`config.mk`:
```
export PLATFORM = sky130hd
export DESIGN_NAME = iter_div
export DESIGN_NICKNAME = d
export VERILOG_FILES = /design/src/rtl/iter_div.sv
export SDC_FILE = /design/constraint.sdc
export NUM_CORES = 1
export LEC_CHECK = 0
export CORE_UTILIZATION = 54
export CTS_BUF_LIST = sky130_fd_sc_hd__clkbuf_8
export CTS_CLUSTER_SIZE = 12
export DETAILED_ROUTE_END_ITERATION = 6
export GPL_ROUTABILITY_DRIVEN = 0
export GPL_TIMING_DRIVEN = 1
export PLACE_DENSITY = 0.81
export SYNTH_ARGS = -nofsm -noshare
export SYNTH_HDL_FRONTEND = slang
export SYNTH_SLANG_ARGS = --single-unit
```
`constraint.sdc`:
```
create_clock -name clk -period 5.15 [get_ports clk]
set_input_delay 1.2875 -clock clk [delete_from_list [all_inputs] [get_ports clk]]
set_output_delay 1.2875 -clock clk [all_outputs]
set_load 0.02 [all_outputs]
```
`src/rtl/iter_div.sv`:
```
// Radix-2 restoring divider: quotient and remainder together, fixed 33-cycle latency.
// Signed operands are divided as magnitudes, and the results are sign-corrected on the way out.
module iter_div #(
    parameter int WIDTH = 32
) (
    input  logic             clk,
    input  logic             resetn,
    input  logic             div_en,
    input  logic             div_signed,
    input  logic [WIDTH-1:0] x,
    input  logic [WIDTH-1:0] y,
    output logic [WIDTH-1:0] s,
    output logic [WIDTH-1:0] r,
    output logic             complete
);
    localparam int CW = $clog2(WIDTH);

    typedef enum logic [1:0] {IDLE, CALC, DONE} state_t;

    state_t           state_q;
    logic [CW-1:0]    cnt_q;
    logic [WIDTH-1:0] dvd_q;
    logic [WIDTH-1:0] dvs_q;
    logic [WIDTH:0]   rem_q;
    logic [WIDTH-1:0] s_q;
    logic [WIDTH-1:0] r_q;
    logic             complete_q;
    logic             neg_x_q;
    logic             neg_q_q;
    logic             dz_q;

    logic [WIDTH-1:0] abs_x;
    logic [WIDTH-1:0] abs_y;
    logic [WIDTH:0]   shifted;
    logic [WIDTH+1:0] diff;
    logic [WIDTH:0]   rem_d;
    logic [WIDTH-1:0] dvd_d;
    logic [WIDTH-1:0] s_d;
    logic [WIDTH-1:0] r_d;

    always_comb begin
        abs_x = (div_signed && x[WIDTH-1]) ? -x : x;
        abs_y = (div_signed && y[WIDTH-1]) ? -y : y;
        shifted = {rem_q[WIDTH-1:0], dvd_q[WIDTH-1]};
        // One extra bit above the remainder width so the borrow shows up as the sign bit.
        diff = {1'b0, shifted} - {2'b00, dvs_q};
        if (diff[WIDTH+1]) begin
            rem_d = shifted;
            dvd_d = {dvd_q[WIDTH-2:0], 1'b0};
        end else begin
            rem_d = diff[WIDTH:0];
            dvd_d = {dvd_q[WIDTH-2:0], 1'b1};
        end
        // A zero divisor leaves an all-ones quotient, and that must not be negated.
        if (dz_q) begin
            s_d = '1;
        end else begin
            s_d = neg_q_q ? -dvd_d : dvd_d;
        end
        r_d = neg_x_q ? -rem_d[WIDTH-1:0] : rem_d[WIDTH-1:0];
    end

    always_ff @(posedge clk or negedge resetn) begin
        if (!resetn) begin
            state_q    <= IDLE;
            cnt_q      <= '0;
            dvd_q      <= '0;
            dvs_q      <= '0;
            rem_q      <= '0;
            s_q        <= '0;
            r_q        <= '0;
            complete_q <= 1'b0;
            neg_x_q    <= 1'b0;
            neg_q_q    <= 1'b0;
            dz_q       <= 1'b0;
        end else begin
            case (state_q)
                IDLE: begin
                    complete_q <= 1'b0;
                    if (div_en) begin
                        dvd_q   <= abs_x;
                        dvs_q   <= abs_y;
                        neg_x_q <= div_signed & x[WIDTH-1];
                        neg_q_q <= div_signed & (x[WIDTH-1] ^ y[WIDTH-1]);
                        dz_q    <= (y == '0);
                        rem_q   <= '0;
                        cnt_q   <= '0;
                        state_q <= CALC;
                    end
                end
                CALC: begin
                    if (!div_en) begin
                        state_q <= IDLE;
                    end else begin
                        rem_q <= rem_d;
                        dvd_q <= dvd_d;
                        cnt_q <= cnt_q + CW'(1);
                        if (cnt_q == CW'(WIDTH - 1)) begin
                            s_q        <= s_d;
                            r_q        <= r_d;
                            complete_q <= 1'b1;
                            state_q    <= DONE;
                        end
                    end
                end
                DONE: begin
                    complete_q <= 1'b0;
                    state_q    <= IDLE;
                end
                default: begin
                    complete_q <= 1'b0;
                    state_q    <= IDLE;
                end
            endcase
        end
    end

    assign s        = s_q;
    assign r        = r_q;
    assign complete = complete_q;
endmodule

```
Word-level counts from Yosys, hierarchy flattened

Index checks and enable logic that the tools add are counted.

$add $sub $neg: 6
Eq/ne operators: 6
Mux-type cells: 23
Bitwise gates (word level): 3
Reduce and logical (&&, ||, !) cells: 10

Operators with widths:

| operator                                      | number |
|---|---|
| two-way mux 32 bit                            | 10 |
| negation 32 bit                               | 4 |
| case mux 32 bit (2 select lines)              | 2 |
| subtractor 33 x 32 -> 34 bit                  | 1 |
| zero test 32 bit                              | 1 |
| two-way mux 5 bit                             | 2 |
| case mux 5 bit (2 select lines)               | 1 |
| two-way mux 2 bit                             | 3 |
| != test 2 bit, second input constant          | 3 |
| AND reduction 2 bit                           | 3 |
| AND reduction 3 bit                           | 2 |
| adder 5 x 1 -> 5 bit, second input constant   | 1 |
| == test 5 bit, second input constant          | 1 |
| two-way mux 1 bit                             | 4 |
| case mux 2 bit (2 select lines)               | 1 |
| != test 3 bit, second input constant          | 1 |
| AND 1 bit                                     | 2 |
| == test 2 x 1 -> 1 bit, second input constant | 1 |
| logical AND 1 bit                             | 2 |
| zero test 2 bit                               | 1 |
| nonzero test 2 bit                            | 1 |
| bitwise XOR 1 bit                             | 1 |

Bits in registers: 171
Bits of input ports: 68
Output and inout port bits: 65
Word-level logic and storage cells: 59

Logic depth before layout (Yosys ltp)

Depth after elaboration: 5
Gate-level depth with buffers: 24
Depth with buffers taken out: 19

Worst setup path before layout

Ideal clock, no wire load.

Path kind: flip-flop to flip-flop
From: reg rem_q[21]
To: reg r_q[28], in the netlist r[28]
Library setup time: 0.131 ns
Data arrival time: 4.911 ns
Required time: 5.019 ns
Setup slack: 0.108 ns
Cell stages (with the launch flop): 22
Path buffers: 4
Clock period less this slack: 5.042 ns
Cells stage by stage: dfrtp_1 -> ha_1 -> clkbuf_1 -> nand2_1 -> or4_1 -> nor3_2 -> o211ai_4 -> nand2_8 -> buf_2 -> buf_1 -> clkbuf_1 -> nand2_1 -> o21ai_0 -> ha_1 -> nand2_1 -> or4_1 -> o31a_1 -> a2111oi_4 -> nand4_1 -> o31ai_2 -> xnor2_1 -> o21ai_1

Cells in the longest elaborated chain, start to end: 4

Ends and longest elaborated chain:

| item                         | line | text |
|---|---|---|
| start: declaration           | 24   | `logic [WIDTH:0] rem_q;` |
| start signal: assignment     | 95   | `rem_q <= rem_d;` |
| subtractor 33 x 32 -> 34 bit | 46   | `diff = {1'b0, shifted} - {2'b00, dvs_q};` |
| two-way mux 32 bit (*)       | 47   | `if (diff[WIDTH+1]) begin` |
| negation 32 bit              | 60   | `r_d = neg_x_q ? -rem_d[WIDTH-1:0] : rem_d[WIDTH-1:0];` |
| two-way mux 32 bit (*)       | 60   |  |
| end signal: assignment       | 100  | `r_q <= r_d;` |
| end: declaration             | 26   | `logic [WIDTH-1:0] r_q;` |

Mark *: on every way between the ends. The rest lies on a longest branch, timed or not.
A chain may end at the register's enable or synchronous reset.

Worst setup path after layout

From: reg rem_q[9]
To: reg r_q[26], in the netlist r[26]

Same word-level chain as after synthesis.

==> results.md <==
* Post-placement cell area at roughly 13,000 µm²
* Fillcell total at around 1,800
* TritonCTS clock tree: yes
* Die height at 151 µm
* CP max FO at 12
* Finished Layout Cells at 1,847
* HPWL after detailed placement at around 24,000 µm
* Largest net degree at the start of global routing at about 120
* Largest area contributor in the netlist: dfrtp_1
* Synthesized flop and latch total at about 170
* Total track usage at 0.288
* Post-Route WL at approximately 32,000 µm
* Post-route minimum period at about 4800 ps
* Crit path kind: reg2reg
* First-pass GRT wire length at ~52,000 µm
* Unrepaired setup endpoints after global routing: false
* Top-Level Pins at between 100 and 150
* Most common cell after layout, fill and taps aside: nand2_1
* Clk pin slew, worst setup/hold paths at ~100 ps
* Vias at around 11,000
* Vias in the first global route at 10,100
* Critical path's slowest cell: or4_1
* Pwr dens at 572 nW/µm²
* Post-synth EDFFs at 0
* Worst Path Required at around 5500 ps
* Hold Crit Class: reg2reg
* Number of setup violations in the final report at 0
* Num CTS Buffers at 17
* Htree depth at 4
* Drt drc at 0
* Initial antenna violation count at 0
* PnR worst setup slack at 319 ps
* DRT Pass-1 Iters at 5
* Chip width at around 150 µm
* CP Cell Sequence: ha_1 -> a21oi_1 -> o21ai_0 -> a21o_1 -> o211ai_4 -> nand2_8 -> inv_6 -> mux2i_1 -> ha_1 -> nand2_1 -> or4_1 -> o31a_1 -> nor3_2 -> nand4_1 -> o21ai_0 -> xor2_1 -> o21ai_0
* Hold bufs inserted after CTS at 0
* Syn_nets at roughly 1,600
* CP most frequent cell: o21ai_0
* Cell total after placement at roughly 1,800
* Antenna-violating nets left at 0
* Syn-to-layout area delta at 15.3%
* Cell Rows at 54
* Max Cap Viol at 0
* Worst-margin pin slew at between 1000 and 1500 ps
* Crit. End Element: flip-flop
* PortBufs at approximately 130
* Post-CTS sizing at 0
* Relative slew slack at 0.293
* CTS Buffer Depth at 2
* Sum Neg Setup Slack at 0 ps
* Post-CTS Setup Repair Bufs at 0
* DR iter-0 viols at between 1,000 and 1,500
* Worst Path Arrival at 5180 ps
* GRT Residual Overflow at 0
* Final worst path period share at 0.938
* Drt wl/cell at 17.5 µm
* TritonCTS Sinks at between 150 and 200
* Area share of the largest cell type after synthesis at 0.356
* Synth area leaders: dfrtp_1 (36%), o21ai_0 (7.5%), nand2_1 (7.0%)
* Main synth FF type: dfrtp_1
* Core area at around 22,000 µm²
* Antenna Cells at 0
* Register area share after synthesis at 0.356
* Max stage delay on crit path at roughly 480 ps
* LEAKAGE at 5.80 nW
* Ys async rst share at 1.00
* Post-Syn Area at approximately 12,000 µm²
* Peak VDD IR at just over 500 µV
* Nets at 1,661
* Post-Synthesis Cells at roughly 1,500
* Fin. max-slew vios at 0
* Worst Skew at 16.0 ps
* Initial Util at 0.550
* Synth warn at 0
* Full die area at 22,800 µm²
* Max Fclk at 207 MHz
* Post-Route Utilization at 0.634
* Via/cell ratio at just over 6
* Worst slack at placement at 381 ps
* Outcome: completed
* CP Launch Type: flip-flop
* Clock latency on the worst-skew pair at 490 ps
* Yosys cell types at between 90 and 100
* Share of cells above drive strength 1 at 0.0593
* Final instance area at approximately 14,000 µm²
* CTS root buf: clkbuf_8
* Most frequent cells in the layout: nand2_1 (223), o21ai_0 (180), dfrtp_1 (171), clkdlybuf4s50_1 (131), a21oi_1 (127)
* Avg Cell Area, Syn at between 8 and 9 µm²
* Final hold vios at 0
-- synth_stat cells, types with 6 or more instances --
| master | number |
|---|---|
| buf_2 | 6 |
| a211oi_1 | 7 |
| or4_1 | 13 |
| o21ai_0 | 180 |
| or3_1 | 26 |
| nor3b_1 | 7 |
| and3_1 | 10 |
| mux2i_1 | 19 |
| nand4_1 | 10 |
| o21ai_1 | 11 |
| a31oi_1 | 13 |
| xnor2_1 | 56 |
| clkbuf_1 | 56 |
| ha_1 | 38 |
| nand3_1 | 19 |
| o211ai_1 | 7 |
| a21oi_1 | 127 |
| nor2_1 | 117 |
| o41ai_1 | 11 |
| nor4_1 | 16 |
| o31ai_1 | 24 |
| xor2_1 | 70 |
| and2_1 | 8 |
| buf_6 | 9 |
| nand2_1 | 224 |
| inv_1 | 51 |
| nor3_1 | 24 |
| nand2b_1 | 12 |
| dfrtp_1 | 171 |
| a22o_1 | 6 |
-- registers in the layout, indices dropped and copies added, names as in the netlist --
register and count:
state_q 2, r 32, neg_x_q 1, dz_q 1
neg_q_q 1, s 32, cnt_q 5, dvd_q 32
dvs_q 32, rem_q 32, complete 1
-- metal layers --
layer | share of wire | track usage | wire (µm) | vias to the layer above
li1 | - | - | - | 5385
met1 | 0.45 | 0.427 | 14400 | 5329
met2 | 0.44 | 0.427 | 14200 | 552
met3 | 0.094 | 0.0533 | 3020 | 58
met4 | 0.017 | 0.0795 | 554 | 0
met5 | 0 | 0 | 0 | -
-- power by group --
part           switching [mW]  internal [mW]  total [mW]  leakage, nW
Clock                   0.556          0.492        1.05        0.224
Sequential              0.275           1.53        1.81         2.27
Combinational            3.21           1.86        5.07         3.31
-- cell type report --
class	instances	area, µm²	share of cell area
Inverter	54	208	0.0150
Multi-Input combinational cell	1164	7150	0.516
Clock buffer	17	234	0.0169
Timing Repair Buffer	146	1430	0.103
Clock inverter	15	194	0.0140
Tap cell	280	350	0.0253
Sequential cell	171	4280	0.309
-- kinds of logic (layout without fill, tap and decap cells) --
group | count (synthesis) | count (layout) | share of synthesized area
simple gates | 518 | 518 | 0.204
compound gates | 459 | 459 | 0.238
flops | 171 | 171 | 0.356
buf+inv | 132 | 232 | 0.0491
xor+xnor | 126 | 126 | 0.0919
fa+ha+maj | 39 | 39 | 0.0413
mux | 22 | 22 | 0.0190
-- final timing paths --
path | cells after the start | slack (ps) | to | startpoint
max | 17 | 320 | r[26]$_DFFE_PN0P_ | rem_q[9]$_DFFE_PN0P_
min | 2 | 480 | r[11]$_DFFE_PN0P_ | r[11]$_DFFE_PN0P_
max reg2reg | 17 | 320 | r[26]$_DFFE_PN0P_ | rem_q[9]$_DFFE_PN0P_
min reg2reg | 2 | 480 | r[11]$_DFFE_PN0P_ | r[11]$_DFFE_PN0P_
max in group asynchronous | 2 | 3240 | r[11]$_DFFE_PN0P_ | resetn
min in group asynchronous | 1 | 940 | dvd_q[5]$_DFFE_PN0P_ | resetn
-- per-stage QoR --
step	power, mW	hold slack, ps
final	7.92	484
after global routing	8.43	519
after CTS	7.75	492
after detailed placement	6.69	471
after global placement	6.58	461
after floorplan	5.54	450
-- critical path, delay by kind of cell, from the launching register on --
| kind | cells | cell delay (ps) |
|---|---|---|
| AO/OA/AOI/OAI | 7 | 1760 |
| AND/OR/NAND/NOR | 5 | 1140 |
| adder cells (fa/ha/maj) | 2 | 700 |
| flip-flops | 1 | 470 |
| multiplexers | 1 | 310 |
| XOR/XNOR | 1 | 180 |
| buffers and inverters | 1 | 140 |
No activity file was read; power rests on OpenSTA's default activity.
